**src/rtl/usb_rx_pkg.sv**
```systemverilog
// Shared types and constants for the USB receive packet engine: FSM states,
// PID values, error codes and the serial CRC step functions.
package usb_rx_pkg;

  typedef enum logic [2:0] {
    ST_IDLE,
    ST_SYNC,
    ST_PID,
    ST_TOKEN,
    ST_DATA,
    ST_WAIT_EOP,
    ST_DRAIN
  } state_e;

  localparam logic [3:0] PID_OUT   = 4'b0001;
  localparam logic [3:0] PID_IN    = 4'b1001;
  localparam logic [3:0] PID_SETUP = 4'b1101;
  localparam logic [3:0] PID_DATA0 = 4'b0011;
  localparam logic [3:0] PID_DATA1 = 4'b1011;
  localparam logic [3:0] PID_ACK   = 4'b0010;
  localparam logic [3:0] PID_NAK   = 4'b1010;
  localparam logic [3:0] PID_STALL = 4'b1110;

  localparam logic [2:0] ERR_NONE = 3'd0;
  localparam logic [2:0] ERR_SYNC = 3'd1;
  localparam logic [2:0] ERR_PID  = 3'd2;
  localparam logic [2:0] ERR_CRC  = 3'd3;
  localparam logic [2:0] ERR_LEN  = 3'd4;
  localparam logic [2:0] ERR_OVF  = 3'd5;

  localparam logic [4:0]  CRC5_POLY      = 5'h05;
  localparam logic [4:0]  CRC5_INIT      = 5'h1F;
  localparam logic [4:0]  CRC5_RESIDUAL  = 5'h0C;
  localparam logic [15:0] CRC16_POLY     = 16'h8005;
  localparam logic [15:0] CRC16_INIT     = 16'hFFFF;
  localparam logic [15:0] CRC16_RESIDUAL = 16'h800D;

  function automatic logic [4:0] crc5_next(input logic [4:0] c, input logic b);
    return {c[3:0], 1'b0} ^ (((b ^ c[4]) == 1'b1) ? CRC5_POLY : 5'h00);
  endfunction

  function automatic logic [15:0] crc16_next(input logic [15:0] c, input logic b);
    return {c[14:0], 1'b0} ^ (((b ^ c[15]) == 1'b1) ? CRC16_POLY : 16'h0000);
  endfunction

endpackage

```
**src/rtl/usb_rx_commit_fifo.sv**
```systemverilog
// Byte FIFO whose readers only see the committed region; the write pointer
// can be rolled back to the last commit point to discard a bad packet.
module usb_rx_commit_fifo
  import usb_rx_pkg::*;
#(
  parameter int DEPTH = 64
) (
  input  logic                     clk,
  input  logic                     n_rst,
  input  logic                     wr_en,
  input  logic [7:0]               wr_data,
  input  logic                     commit,
  input  logic                     rollback,
  input  logic                     rd_en,
  output logic [7:0]               rd_data,
  output logic                     full,
  output logic                     empty,
  output logic [$clog2(DEPTH):0]   count
);

  localparam int AW = $clog2(DEPTH);
  localparam logic [AW:0] FULL_CNT = {1'b1, {AW{1'b0}}};

  logic [AW:0] wr_ptr_q, wr_ptr_d;
  logic [AW:0] commit_ptr_q, commit_ptr_d;
  logic [AW:0] rd_ptr_q, rd_ptr_d;
  logic [7:0]  rd_data_q, rd_data_d;
  logic [7:0]  mem_q [DEPTH];
  logic [AW:0] used;
  logic        do_wr, do_rd;

  always_comb begin
    count        = commit_ptr_q - rd_ptr_q;
    used         = wr_ptr_q - rd_ptr_q;
    empty        = (count == '0);
    full         = (used == FULL_CNT);
    do_wr        = wr_en && !full && !rollback;
    do_rd        = rd_en && !empty;
    wr_ptr_d     = wr_ptr_q;
    commit_ptr_d = commit_ptr_q;
    rd_ptr_d     = rd_ptr_q;
    rd_data_d    = rd_data_q;
    if (rollback) begin
      wr_ptr_d = commit_ptr_q;
    end else if (do_wr) begin
      wr_ptr_d = wr_ptr_q + 1'b1;
    end
    if (commit) begin
      commit_ptr_d = wr_ptr_q;
    end
    if (do_rd) begin
      rd_ptr_d  = rd_ptr_q + 1'b1;
      rd_data_d = mem_q[rd_ptr_q[AW-1:0]];
    end
  end

  always_ff @(posedge clk) begin
    if (!n_rst) begin
      wr_ptr_q     <= '0;
      commit_ptr_q <= '0;
      rd_ptr_q     <= '0;
      rd_data_q    <= '0;
    end else begin
      wr_ptr_q     <= wr_ptr_d;
      commit_ptr_q <= commit_ptr_d;
      rd_ptr_q     <= rd_ptr_d;
      rd_data_q    <= rd_data_d;
    end
  end

  // Storage is not reset; only the pointers define what is valid.
  always_ff @(posedge clk) begin
    if (do_wr) begin
      mem_q[wr_ptr_q[AW-1:0]] <= wr_data;
    end
  end

  assign rd_data = rd_data_q;

endmodule

```
**src/rtl/usb_rx_packet_engine.sv**
```systemverilog
// USB receive packet engine: SYNC/PID checking, token decode with CRC5 and
// address filter, CRC16-checked data payload buffered with commit/rollback.
module usb_rx_packet_engine
  import usb_rx_pkg::*;
#(
  parameter int FIFO_DEPTH     = 64,
  parameter int MAX_PAYLOAD    = 64,
  parameter bit ADDR_FILTER_EN = 1'b1
) (
  input  logic                          clk,
  input  logic                          n_rst,
  input  logic                          bit_valid,
  input  logic                          bit_in,
  input  logic                          eop,
  input  logic [6:0]                    dev_addr,
  output logic [3:0]                    rx_pid,
  output logic [6:0]                    tok_addr,
  output logic [3:0]                    tok_endp,
  output logic                          packet_done,
  output logic                          packet_err,
  output logic [2:0]                    err_code,
  input  logic                          rd_en,
  output logic [7:0]                    rd_data,
  output logic                          fifo_empty,
  output logic [$clog2(FIFO_DEPTH):0]   fifo_count
);

  localparam int CNT_W = $clog2((MAX_PAYLOAD + 3) * 8 + 1);
  localparam int PAY_W = $clog2(MAX_PAYLOAD + 1);

  state_e             state_q, state_d;
  logic [CNT_W-1:0]   cnt_q, cnt_d;
  logic [15:0]        sr_q, sr_d, sr_shift;
  logic [4:0]         crc5_q, crc5_d;
  logic [15:0]        crc16_q, crc16_d;
  logic [7:0]         hold0_q, hold0_d, hold1_q, hold1_d;
  logic [1:0]         hold_cnt_q, hold_cnt_d;
  logic [PAY_W-1:0]   pay_cnt_q, pay_cnt_d;
  logic [3:0]         pid_q, pid_d;
  logic [2:0]         code_q, code_d;
  logic               packet_done_q, packet_done_d;
  logic               packet_err_q, packet_err_d;
  logic [2:0]         err_code_q, err_code_d;
  logic [3:0]         rx_pid_q, rx_pid_d;
  logic [6:0]         tok_addr_q, tok_addr_d;
  logic [3:0]         tok_endp_q, tok_endp_d;
  logic               wr_en, commit, rollback, fifo_full;
  logic [7:0]         wr_data, pid_byte;

  always_comb begin
    state_d       = state_q;
    cnt_d         = cnt_q;
    sr_shift      = {bit_in, sr_q[15:1]};
    sr_d          = sr_q;
    crc5_d        = crc5_q;
    crc16_d       = crc16_q;
    hold0_d       = hold0_q;
    hold1_d       = hold1_q;
    hold_cnt_d    = hold_cnt_q;
    pay_cnt_d     = pay_cnt_q;
    pid_d         = pid_q;
    code_d        = code_q;
    packet_done_d = 1'b0;
    packet_err_d  = 1'b0;
    err_code_d    = err_code_q;
    rx_pid_d      = rx_pid_q;
    tok_addr_d    = tok_addr_q;
    tok_endp_d    = tok_endp_q;
    wr_en         = 1'b0;
    wr_data       = hold0_q;
    commit        = 1'b0;
    rollback      = 1'b0;
    pid_byte      = sr_shift[15:8];

    if (eop) begin
      state_d = ST_IDLE;
      case (state_q)
        ST_IDLE: ;
        ST_SYNC, ST_PID: begin
          packet_err_d = 1'b1;
          err_code_d   = ERR_LEN;
        end
        ST_TOKEN: begin
          if (cnt_q != CNT_W'(16)) begin
            packet_err_d = 1'b1;
            err_code_d   = ERR_LEN;
          end else if (crc5_q != CRC5_RESIDUAL) begin
            packet_err_d = 1'b1;
            err_code_d   = ERR_CRC;
          end else if (!(ADDR_FILTER_EN && (sr_q[6:0] != dev_addr))) begin
            packet_done_d = 1'b1;
            rx_pid_d      = pid_q;
            tok_addr_d    = sr_q[6:0];
            tok_endp_d    = sr_q[10:7];
          end
        end
        ST_DATA: begin
          if ((cnt_q[2:0] != 3'd0) || (cnt_q < CNT_W'(16))) begin
            packet_err_d = 1'b1;
            err_code_d   = ERR_LEN;
            rollback     = 1'b1;
          end else if (crc16_q != CRC16_RESIDUAL) begin
            packet_err_d = 1'b1;
            err_code_d   = ERR_CRC;
            rollback     = 1'b1;
          end else begin
            packet_done_d = 1'b1;
            rx_pid_d      = pid_q;
            commit        = 1'b1;
          end
        end
        ST_WAIT_EOP: begin
          packet_done_d = 1'b1;
          rx_pid_d      = pid_q;
        end
        ST_DRAIN: begin
          packet_err_d = 1'b1;
          err_code_d   = code_q;
        end
        default: ;
      endcase
    end else if (bit_valid) begin
      case (state_q)
        ST_IDLE: begin
          if (bit_in) begin
            state_d = ST_DRAIN;
            code_d  = ERR_SYNC;
          end else begin
            state_d = ST_SYNC;
            cnt_d   = CNT_W'(1);
          end
        end
        ST_SYNC: begin
          if (bit_in != (cnt_q == CNT_W'(7))) begin
            state_d = ST_DRAIN;
            code_d  = ERR_SYNC;
          end else if (cnt_q == CNT_W'(7)) begin
            state_d = ST_PID;
            cnt_d   = '0;
          end else begin
            cnt_d = cnt_q + 1'b1;
          end
        end
        ST_PID: begin
          sr_d  = sr_shift;
          cnt_d = cnt_q + 1'b1;
          if (cnt_q == CNT_W'(7)) begin
            pid_d      = pid_byte[3:0];
            cnt_d      = '0;
            crc5_d     = CRC5_INIT;
            crc16_d    = CRC16_INIT;
            hold_cnt_d = 2'd0;
            pay_cnt_d  = '0;
            code_d     = ERR_PID;
            if (pid_byte[7:4] != ~pid_byte[3:0]) begin
              state_d = ST_DRAIN;
            end else begin
              case (pid_byte[3:0])
                PID_OUT, PID_IN, PID_SETUP: state_d = ST_TOKEN;
                PID_DATA0, PID_DATA1:       state_d = ST_DATA;
                PID_ACK, PID_NAK, PID_STALL: state_d = ST_WAIT_EOP;
                default:                    state_d = ST_DRAIN;
              endcase
            end
          end
        end
        ST_TOKEN: begin
          if (cnt_q == CNT_W'(16)) begin
            state_d = ST_DRAIN;
            code_d  = ERR_LEN;
          end else begin
            sr_d   = sr_shift;
            crc5_d = crc5_next(crc5_q, bit_in);
            cnt_d  = cnt_q + 1'b1;
          end
        end
        ST_DATA: begin
          sr_d    = sr_shift;
          crc16_d = crc16_next(crc16_q, bit_in);
          cnt_d   = cnt_q + 1'b1;
          // Two completed bytes stay held back so the CRC never reaches the FIFO.
          if (cnt_q[2:0] == 3'd7) begin
            case (hold_cnt_q)
              2'd0: begin
                hold0_d    = sr_shift[15:8];
                hold_cnt_d = 2'd1;
              end
              2'd1: begin
                hold1_d    = sr_shift[15:8];
                hold_cnt_d = 2'd2;
              end
              default: begin
                if (fifo_full || (pay_cnt_q == PAY_W'(MAX_PAYLOAD))) begin
                  state_d  = ST_DRAIN;
                  code_d   = ERR_OVF;
                  rollback = 1'b1;
                end else begin
                  wr_en     = 1'b1;
                  hold0_d   = hold1_q;
                  hold1_d   = sr_shift[15:8];
                  pay_cnt_d = pay_cnt_q + 1'b1;
                end
              end
            endcase
          end
        end
        ST_WAIT_EOP: begin
          state_d = ST_DRAIN;
          code_d  = ERR_LEN;
        end
        ST_DRAIN: ;
        default: state_d = ST_IDLE;
      endcase
    end
  end

  always_ff @(posedge clk) begin
    if (!n_rst) begin
      state_q       <= ST_IDLE;
      code_q        <= ERR_NONE;
      packet_done_q <= 1'b0;
      packet_err_q  <= 1'b0;
      err_code_q    <= ERR_NONE;
      rx_pid_q      <= '0;
      tok_addr_q    <= '0;
      tok_endp_q    <= '0;
    end else begin
      state_q       <= state_d;
      code_q        <= code_d;
      packet_done_q <= packet_done_d;
      packet_err_q  <= packet_err_d;
      err_code_q    <= err_code_d;
      rx_pid_q      <= rx_pid_d;
      tok_addr_q    <= tok_addr_d;
      tok_endp_q    <= tok_endp_d;
    end
  end

  // Datapath registers are (re)initialised on state entry, so no reset.
  always_ff @(posedge clk) begin
    cnt_q      <= cnt_d;
    sr_q       <= sr_d;
    crc5_q     <= crc5_d;
    crc16_q    <= crc16_d;
    hold0_q    <= hold0_d;
    hold1_q    <= hold1_d;
    hold_cnt_q <= hold_cnt_d;
    pay_cnt_q  <= pay_cnt_d;
    pid_q      <= pid_d;
  end

  usb_rx_commit_fifo #(.DEPTH(FIFO_DEPTH)) u_fifo (
    .clk      (clk),
    .n_rst    (n_rst),
    .wr_en    (wr_en),
    .wr_data  (wr_data),
    .commit   (commit),
    .rollback (rollback),
    .rd_en    (rd_en),
    .rd_data  (rd_data),
    .full     (fifo_full),
    .empty    (fifo_empty),
    .count    (fifo_count)
  );

  assign rx_pid      = rx_pid_q;
  assign tok_addr    = tok_addr_q;
  assign tok_endp    = tok_endp_q;
  assign packet_done = packet_done_q;
  assign packet_err  = packet_err_q;
  assign err_code    = err_code_q;

endmodule

```
**config.mk**
```make
export PLATFORM = sky130hd
export DESIGN_NAME = usb_rx_packet_engine
export DESIGN_NICKNAME = d
export VERILOG_FILES = /design/src/rtl/usb_rx_pkg.sv /design/src/rtl/usb_rx_commit_fifo.sv /design/src/rtl/usb_rx_packet_engine.sv
export SDC_FILE = /design/constraint.sdc
export NUM_CORES = 1
export LEC_CHECK = 0
export CAP_MARGIN = 20
export CORE_MARGIN = 1.5
export CORE_UTILIZATION = 45
export CTS_BUF_LIST = sky130_fd_sc_hd__clkbuf_16
export CTS_CLUSTER_DIAMETER = 100
export DETAILED_ROUTE_END_ITERATION = 7
export SLEW_MARGIN = 10
export SYNTH_ARGS = -nofsm -noshare
export SYNTH_HDL_FRONTEND = slang
export SYNTH_SLANG_ARGS = --single-unit
```
**constraint.sdc**
```tcl
create_clock -name clk -period 6.76 [get_ports clk]
set_clock_uncertainty 0.15 [all_clocks]
set_input_delay 0.676 -clock clk [delete_from_list [all_inputs] [get_ports clk]]
set_output_delay 0.676 -clock clk [all_outputs]
set_load 0.005 [all_outputs]
```
== After elaboration in Yosys (flattened, before gate mapping) ==
Memory sizes are Yosys's and may differ from the RTL's. A register that Yosys moved wholly into a read port is not among the register bits.
Index checks and enable logic that the tools add are counted.

* Add/sub/neg operators: 6
* Eq/ne operators: 40
* Bitwise gates (word level): 13
* Reductions and logical operators: 41
* Multiplexer cells: 86
* Magnitude comparators: 1

{| class="wikitable"
|+ Operators with widths
! operator !! count
|-
| $pmux 16 s2 || 2
|-
| $mux 3 || 20
|-
| $pmux 10 s5 || 1
|-
| $mux 16 || 3
|-
| $mux 7 || 6
|-
| $mux 10 || 4
|-
| $ne 2x2->1 const B || 16
|-
| $pmux 8 s2 || 2
|-
| $mux 1 || 26
|-
| $mux 4 || 6
|-
| $reduce_and 6->1 || 4
|-
| $add 7x1->7 const B || 3
|-
| $pmux 3 s7 || 1
|-
| $pmux 3 s6 || 1
|-
| $mux 8 || 2
|-
| $ne 16x16->1 const B || 1
|-
| $reduce_and 4->1 || 4
|-
| $xor 16x16->16 || 1
|-
| $eq 7x7->1 const B || 2
|-
| $pmux 7 s2 || 1
|-
| $reduce_and 7->1 || 2
|-
| $sub 7x7->7 || 2
|-
| $eq 3x3->1 const B || 4
|-
| $ne 3x3->1 const B || 4
|-
| 41 further kinds || 69
|}

* Bits of input ports: 13
* RAM bits: 512
* Memories: 2
* Logic and storage cells: 209
* Register bits after elaboration: 123
* Output and inout port bits: 36
* Memory bits (read-only): 48

{| class="wikitable"
|+ Memories
! memory !! depth !! bits a word !! rd ports !! clocked after Yosys merged registers in !! wr ports !! RTL line !! text
|-
| u_fifo.mem_q || 64 || 8 || 1 || 1 || 1 || usb_rx_commit_fifo.sv:28 || <nowiki>logic [7:0] mem_q [DEPTH];</nowiki>
|-
| (name not given) || 16 || 3 || 1 || 1 || 0 || usb_rx_packet_engine.sv:158 || <nowiki>case (pid_byte[3:0])</nowiki>
|}

== Longest topological paths before layout ==
Gate-level depths: netlist (run 1).

* Word-level depth: 13
* Gate-level depth with buffers: 14

== Modules after synthesis ==
A second synthesis (run 1) with hierarchy kept.

* Cell total of the unflattened synthesis: 1626
* Area, all modules: 26631.8 µm²

{| class="wikitable"
|+ By module, submodules not included
! module !! cells each !! times used !! sequential area each (µm²) !! area an instance (µm²)
|-
| usb_rx_commit_fifo || 1202 || 1 || 15955.3 || 21750.9
|-
| usb_rx_packet_engine || 424 || 1 || 2862.7 || 4880.9
|}

== Worst setup path before layout (run 1) ==
No wires, ideal clock.

* Path kind: reg-to-reg
* Start point: register u_fifo.rd_ptr_q[1]
* End point: memory u_fifo.mem_q[7][0] (enable)
* Setup slack: 2576 ps
* Arrival time: 3664 ps
* Clock period less this slack: 4184 ps
* Cell stages (with the launch flop): 14
* Cells stage by stage: dfxtp_1 -> clkbuf_1 -> clkbuf_1 -> clkbuf_1 -> inv_1 -> ha_1 -> nor2b_1 -> o2111ai_1 -> a31oi_1 -> o21a_1 -> nor3_2 -> or4b_1 -> clkbuf_1 -> nor2_1

* Cells in the longest elaborated chain, start to end: 13
* Elaborated cells on any way between the ends: 21
* Those cells by class: add/sub: 1; eq/ne: 1; mux: 14; reduce/logical: 5

{| class="wikitable"
|+ RTL lines
! element !! RTL line !! text
|-
| start, declared || usb_rx_commit_fifo.sv:26 || <nowiki>logic [AW:0] rd_ptr_q, rd_ptr_d;</nowiki>
|-
| start signal, assigned || usb_rx_commit_fifo.sv:66 || <nowiki>rd_ptr_q <= rd_ptr_d;</nowiki>
|-
| $sub 7x7->7 * || usb_rx_commit_fifo.sv:34 || <nowiki>used = wr_ptr_q - rd_ptr_q;</nowiki>
|-
| $eq 7x7->1 * || usb_rx_commit_fifo.sv:36 || <nowiki>full = (used == FULL_CNT);</nowiki>
|-
| $logic_or 1x1->1 || usb_rx_packet_engine.sv:193 || <nowiki>if (fifo_full || (pay_cnt_q == PAY_W'(MAX_PAYLOAD))) begin</nowiki>
|-
| $mux 1 || usb_rx_packet_engine.sv:193 ||
|-
| $mux 1 || usb_rx_packet_engine.sv:183 || <nowiki>case (hold_cnt_q)</nowiki>
|-
| $mux 1 || usb_rx_packet_engine.sv:182 || <nowiki>if (cnt_q[2:0] == 3'd7) begin</nowiki>
|-
| $mux 1 || usb_rx_packet_engine.sv:123 || <nowiki>case (state_q)</nowiki>
|-
| $mux 1 || usb_rx_packet_engine.sv:122 || <nowiki>end else if (bit_valid) begin</nowiki>
|-
| $mux 1 || usb_rx_packet_engine.sv:75 || <nowiki>if (eop) begin</nowiki>
|-
| $logic_and 1x1->1 / $logic_not 1->1 (equally long branches) || usb_rx_commit_fifo.sv:37 || <nowiki>do_wr = wr_en && !full && !rollback;</nowiki>
|-
| $logic_and 1x1->1 * || usb_rx_commit_fifo.sv:37 ||
|-
| $mux 1 * || usb_rx_commit_fifo.sv:73 || <nowiki>if (do_wr) begin</nowiki>
|-
| $mux 1 (implied by the code) * || usb_rx_commit_fifo.sv:74 || <nowiki>mem_q[wr_ptr_q[AW-1:0]] <= wr_data;</nowiki>
|-
| end, declared || usb_rx_commit_fifo.sv:28 ||
|}

Every way passes the cells marked *; elsewhere a longest branch is shown, timed or not.

== Worst setup path in the final report (run 1) ==
* Start point: register u_fifo.rd_ptr_q[2]
* End point: output fifo_empty

* Cells in the longest elaborated chain, start to end: 2

{| class="wikitable"
|+ RTL lines
! element !! RTL line !! text
|-
| $sub 7x7->7 || usb_rx_commit_fifo.sv:33 || <nowiki>count = commit_ptr_q - rd_ptr_q;</nowiki>
|-
| $logic_not 7->1 || usb_rx_commit_fifo.sv:35 || <nowiki>empty = (count == '0);</nowiki>
|-
| end, declared || usb_rx_packet_engine.sv:24 || <nowiki>output logic fifo_empty,</nowiki>
|}

No other way between the ends.

==> metrics.yaml, run 1 <==
run_status:
  status: "finished clean"
drt:
  route.antenna.remaining_nets: 0
  totalWireLength_um: 60500
  wire_per_inst_um: 25.3
  drtIter0Drc: 1089
  vias: 14100
  via_per_inst: 5.91
  drt-pass1-iter-count: 5
  drc: 0
synth:
  synth_area_leader_cell: "edfxtp_1"
  ys_ff_latch: 646
  synth_top_area_share_pct: 67.0
  synth_nets: 1540
  syn-mean-instance-area_um2: 17.5
  yosysUniqueCellTypes: 73
  yosys-top-cells-area: "edfxtp_1 67%, mux4_2 11%, dfxtp_1 4.4%"
  synth_seq_area_share_pct: 71.4
  synth.cell_area_mm2: 0.0263
  ys.flop_type: "edfxtp_1"
  yosysWarnings: 0
  syn_inst: 1504
  synth_edf_count: 588
  ys_async_sr_fraction_pct: 0
final_layout:
  n_antenna_cell: 0
  area_growth_pct: 13.6
  layout-drive-gt1-share_pct: 17.3
  fin_nets: 1607
  multi_input_area_mm2: 0.00711
  final_cell_mix: "588 x edfxtp_1, 138 x nor2_1, 128 x mux4_2, 70 x clkbuf_16, 57 x mux2i_1"
  seq_area_mm2: 0.0188
  layout_commonest_cell: "edfxtp_1"
  n_fill_cell: 4636
  final_core_util_pct: 51.8
timing:
  slew_headroom_pct: 34.5
  fin_crit_ns: 4.97
  worstMarginPinSlew_ns: 0.983
  setup_ws_ns: 1.79
  tns_ns: 0
  hold_slack_ns: 0.300
  rsz0062_at_grt: "false"
  finalCritPeriodShare_pct: 73.5
  slew_viol_final: 0
  finalSetupViolations: 0
  hold_viol: 0
  fmax_mhz: 201
critical_path:
  cp_cell_sequence: "inv_1, ha_1, or2_1, o2111a_1, a211o_1, or4b_1, or2_1, inv_1, clkdlybuf4s50_1"
  critPathArrivalTime_ns: 4.15
  critPathSlowestCell: "dfxtp_1"
  max_stage_delay_ns: 0.60
  startpoint_type: "flop"
  path_max_fanout: 11
  required_ns: 5.93
  path_class: "reg -> out"
  path_delay_family: "simple AND/OR/NAND/NOR gates"
  cp.buffers_inverters: 3
  endpoint_kind: "primary output"
die:
  rows: 88
  ios: 49
  fp.dieH_um: 245
  die_width_um: 245
  core-area_mm2: 0.0578
  initial_utilization_pct: 45.6
  die_area_mm2: 0.0600
clock_tree:
  clockBufferDepth: 3
  htree_levels: 3
  path_clk_slew_ns: 0.06
  post_cts_buffers: 0
  cts_hold_buffers: 0
  post_cts_resize_count: 0
  clkSinkCount: 646
  cts_buffers: 67
  root_buffer: "clkbuf_16"
  tritoncts: "done"
  worstSkewPairLatency_ns: 0.60
power:
  powerDensity_mw_per_mm2: 273
  p_leak_uw: 0.00942
  vdd_drop_max_mv: 0.182
  power_uw: 8160
grt:
  grt_pass1_wl_um: 92300
  track_usage_pct: 20.8
  antenna_found_initial: 0
  grt_pass1_vias: 14300
  grt_overflow_total: 0
  grt_max_degree: 65
placed_design:
  port_buffers: 48
  dp_hpwl_um: 37700
  gp_congestion: 0.859
  pre_cts_slack_ns: 2.01
flow_run:
  drv_cap: 0
min_path:
  min_path_type: "reg -> reg"
flip-flops by register name (all words and copies together), names as in the netlist, 3 cells and up, named ones only:
name,count
tok_endp,4
state_q,3
cnt_q,10
u_fifo.wr_ptr_q,7
hold1_q,8
crc16_q,16
hold0_q,8
pid_q,4
err_code,3
u_fifo.commit_ptr_q,7
rx_pid,4
tok_addr,7
pay_cnt_q,7
code_q,3
u_fifo.mem_q,512
sr_q,16
u_fifo.rd_data,8
u_fifo.rd_ptr_q,7
crc5_q,5
per-layer routing:
metal / vias up / share of wire [%] / GRT usage, %
met3: 127 / 7.7 / 5.25
met2: 554 / 46 / 31.5
met5: - / 0 / 0
met4: 0 / 3.7 / 8.06
li1: 6195 / - / -
met1: 7240 / 43 / 28.8
metrics by stage:
step	cell area, um^2	std cells
2_1_floorplan	26300	1504
3_3_place_gp	27600	2263
3_5_place_dp	27700	2266
4_1_cts	29900	2388
5_1_grt	29900	2389
6_report	29900	2389
path summary, 6_finish.rpt:
check | depth (start not counted) | slack, ns | from | to
worst max-delay path | 9 | 1.79 | u_fifo.rd_ptr_q[2] | fifo_empty
worst max register to register | 6 | 1.89 | state_q[0] | u_fifo.mem_q[32][7]
worst min register to register | 0 | 0.30 | sr_q[8] | sr_q[7]
worst min-delay path | 0 | 0.30 | sr_q[8] | sr_q[7]
kinds of logic (layout without fill, tap and decap cells):
kind of cell             count (synthesis)  in the layout  synth area share (%)
flip-flops                             646            646                  71.4
XOR/XNOR                                41             41                  1.36
AND/OR/NAND/NOR                        331            331                  6.22
multiplexers                           201            201                  13.8
buffers and inverters                  104            224                  1.58
AO/OA/AOI/OAI                          157            157                  4.45
adder cells (fa/ha/maj)                 24             24                  1.16
layout make-up:
| type | count | area share [%] |
|---|---|---|
| multi-input combinational | 754 | 23.7 |
| tap | 765 | 3.20 |
| clock inverter | 52 | 1.70 |
| clock buffer | 70 | 5.85 |
| sequential | 646 | 62.9 |
| timing repair buffer | 74 | 2.27 |
| inverter | 28 | 0.351 |
where the power goes:
group,internal [uW],total [uW],switching (uW)
registers,4300,4310,9.68
logic,32.9,83.7,50.8
clock network,2240,3770,1530
synthesized netlist by cell type, types with 20 or more instances:
library cell / instances
edfxtp_1: 588
nor2_1: 138
mux4_2: 128
dfxtp_1: 58
mux2i_1: 57
clkbuf_1: 48
nand2_1: 41
nand3_1: 35
a21oi_1: 32
a221oi_1: 28
inv_1: 27
ha_1: 22
or3_1: 22
xnor2_1: 21
xor2_1: 20
worst reg2reg max path, delay by kind of cell (launching register included):
kind | cells | cell delay [ns]
and+or+nand+nor | 6 | 3.84
DFF | 1 | 0.51
No activity file was read; power rests on OpenSTA's default activity.
==> run 2, diff against run 1 <==
==> constraint.sdc (replaced) <==
create_clock -name clk -period 4.3 [get_ports clk]
set_clock_uncertainty 0.15 [all_clocks]
set_input_delay 0.43 -clock clk [delete_from_list [all_inputs] [get_ports clk]]
set_output_delay 0.43 -clock clk [all_outputs]
set_load 0.005 [all_outputs]
==> metrics.yaml, run 2 (synthesis results as in run 1) <==
clock_tree:
  root_buffer: "clkbuf_16"
  tritoncts: "done"
  clockBufferDepth: 3
  cts_buffers: 68
  post_cts_buffers: 0
  path_clk_slew_ns: 0.06
  worstSkewPairLatency_ns: 0.61
  htree_levels: 3
  clkSinkCount: 646
timing:
  fin_crit_ns: 4.18
  slew_viol_final: 0
  hold_slack_ns: 0.304
  worstMarginPinSlew_ns: 1.04
  rsz0062_at_grt: "false"
  finalSetupViolations: 0
  fmax_mhz: 239
  hold_viol: 0
  finalCritPeriodShare_pct: 97.2
  tns_ns: 0
  slew_headroom_pct: 30.4
drt:
  drtIter0Drc: 1214
  drc: 0
  route.antenna.remaining_nets: 0
  via_per_inst: 5.81
  totalWireLength_um: 60500
  wire_per_inst_um: 24.5
  vias: 14400
  drt-pass1-iter-count: 8
final_layout:
  area_growth_pct: 15.9
  layout_commonest_cell: "edfxtp_1"
  layout-drive-gt1-share_pct: 21.5
  largest_reg_flops: 512
  final_cell_mix: "588 x edfxtp_1, 138 x nor2_1, 128 x mux4_2, 104 x buf_4, 69 x clkbuf_16"
  fin_nets: 1688
  n_antenna_cell: 0
placed_design:
  dp_hpwl_um: 37400
  gp_congestion: 0.884
  port_buffers: 48
power:
  cell_internal_pwr_uw: 10200
  p_sw_share_pct: 19.7
  p_leak_uw: 0.00986
  vdd_drop_max_mv: 0.327
  power_uw: 12700
  p_sw_uw: 2500
  pwr-share-seq_pct: 53.3
  p_comb_share_pct: 1.0
  clock_power_share_pct: 45.7
  powerDensity_mw_per_mm2: 417
critical_path:
  path_class: "reg -> out"
  required_ns: 3.72
  r2r_slack_ns: 0.69
  rr_endpoint: "u_fifo.mem_q[6][2]"
  startpoint_type: "flop"
  rr_worst_depth: 10
  critPathArrivalTime_ns: 3.60
  endpoint_kind: "primary output"
  path_max_fanout: 6
  r2r-start: "u_fifo.rd_ptr_q[2]"
die:
  die_area_mm2: 0.0600
  ios: 49
  core-area_mm2: 0.0578
  initial_utilization_pct: 45.6
  die_width_um: 245
  fp.dieH_um: 245
  rows: 88
grt:
  grt_max_degree: 116
  grt_pass1_vias: 14500
  grt_overflow_total: 0
  antenna_found_initial: 0
  track_usage_pct: 20.6
  grt_pass1_wl_um: 92000
flow_run:
  drv_cap: 0
run_status:
  status: "finished clean"
min_path:
  min_path_type: "reg -> reg"
  worstHoldEndpoint: "sr_q[6]"
  min_delay_path_depth: 0
  hold_start: "sr_q[7]"
[run 2: cell type report]
class	instances	area [um^2]
fillers	4616	27300
flip-flops and latches	646	18800
multi-input cells	754	7120
clock buffers	69	1730
repair buffers	154	1300
well taps	765	957
clock inverters	55	485
inverters	28	105
[run 2: per-stage QoR]
stage                     area [um^2]  util [%]  setup slack (ns)  std cells
after floorplan                 26300         -             0.116       1504
after global placement          28300      49.0             0.580       2347
after detailed placement        28300      49.0             0.539       2347
after CTS                       30500      52.8            0.0113       2471
after global routing            30500      52.8            0.0313       2471
final                           30500      52.8             0.122       2471
[run 2: power groups by stage]
stage	Sequential [uW]	Combinational, uW	Clock (uW)
3_5_place_dp	6920	130	0
6_report	6790	132	5820
3_3_place_gp	6920	129	0
4_1_cts	6780	131	5930
2_1_floorplan	6910	86.2	0
5_1_grt	6780	146	6160
[run 2: routing by layer]
metal	vias up	share of wire (%)	track usage, %
li1	6361	-	-
met1	7443	44	28.7
met2	461	48	33.2
met3	86	5.5	3.33
met4	0	2.5	6.77
met5	-	0	0
[run 2: worst max path at each step]
stage                            start  cells past startpoint  slack, ns                 end
floorplan           u_fifo.rd_ptr_q[1]                     13       0.12  u_fifo.mem_q[7][0]
global placement    u_fifo.rd_ptr_q[2]                      9       0.58          fifo_empty
detailed placement  u_fifo.rd_ptr_q[2]                      9       0.54          fifo_empty
CTS                 u_fifo.rd_ptr_q[5]                      9       0.01          fifo_empty
global route        u_fifo.rd_ptr_q[5]                      9       0.03          fifo_empty
finish              u_fifo.rd_ptr_q[5]                      9       0.12          fifo_empty
[run 2: critical path, stage by stage, from the launching register on]
cell and delay (ns):
dfxtp_1 0.41, inv_1 0.12, ha_1 0.36, nor3b_1 0.15, a311o_1 0.31, a211o_1 0.25, or4b_4 0.56, or2_4 0.29
inv_1 0.06, clkdlybuf4s50_1 0.48
[run 2: what timing repair did]
action,CTS,global route
hold buffers,0,0
setup endpoints to repair,1,1
gates resized for setup,1,3
gates cloned,0,0
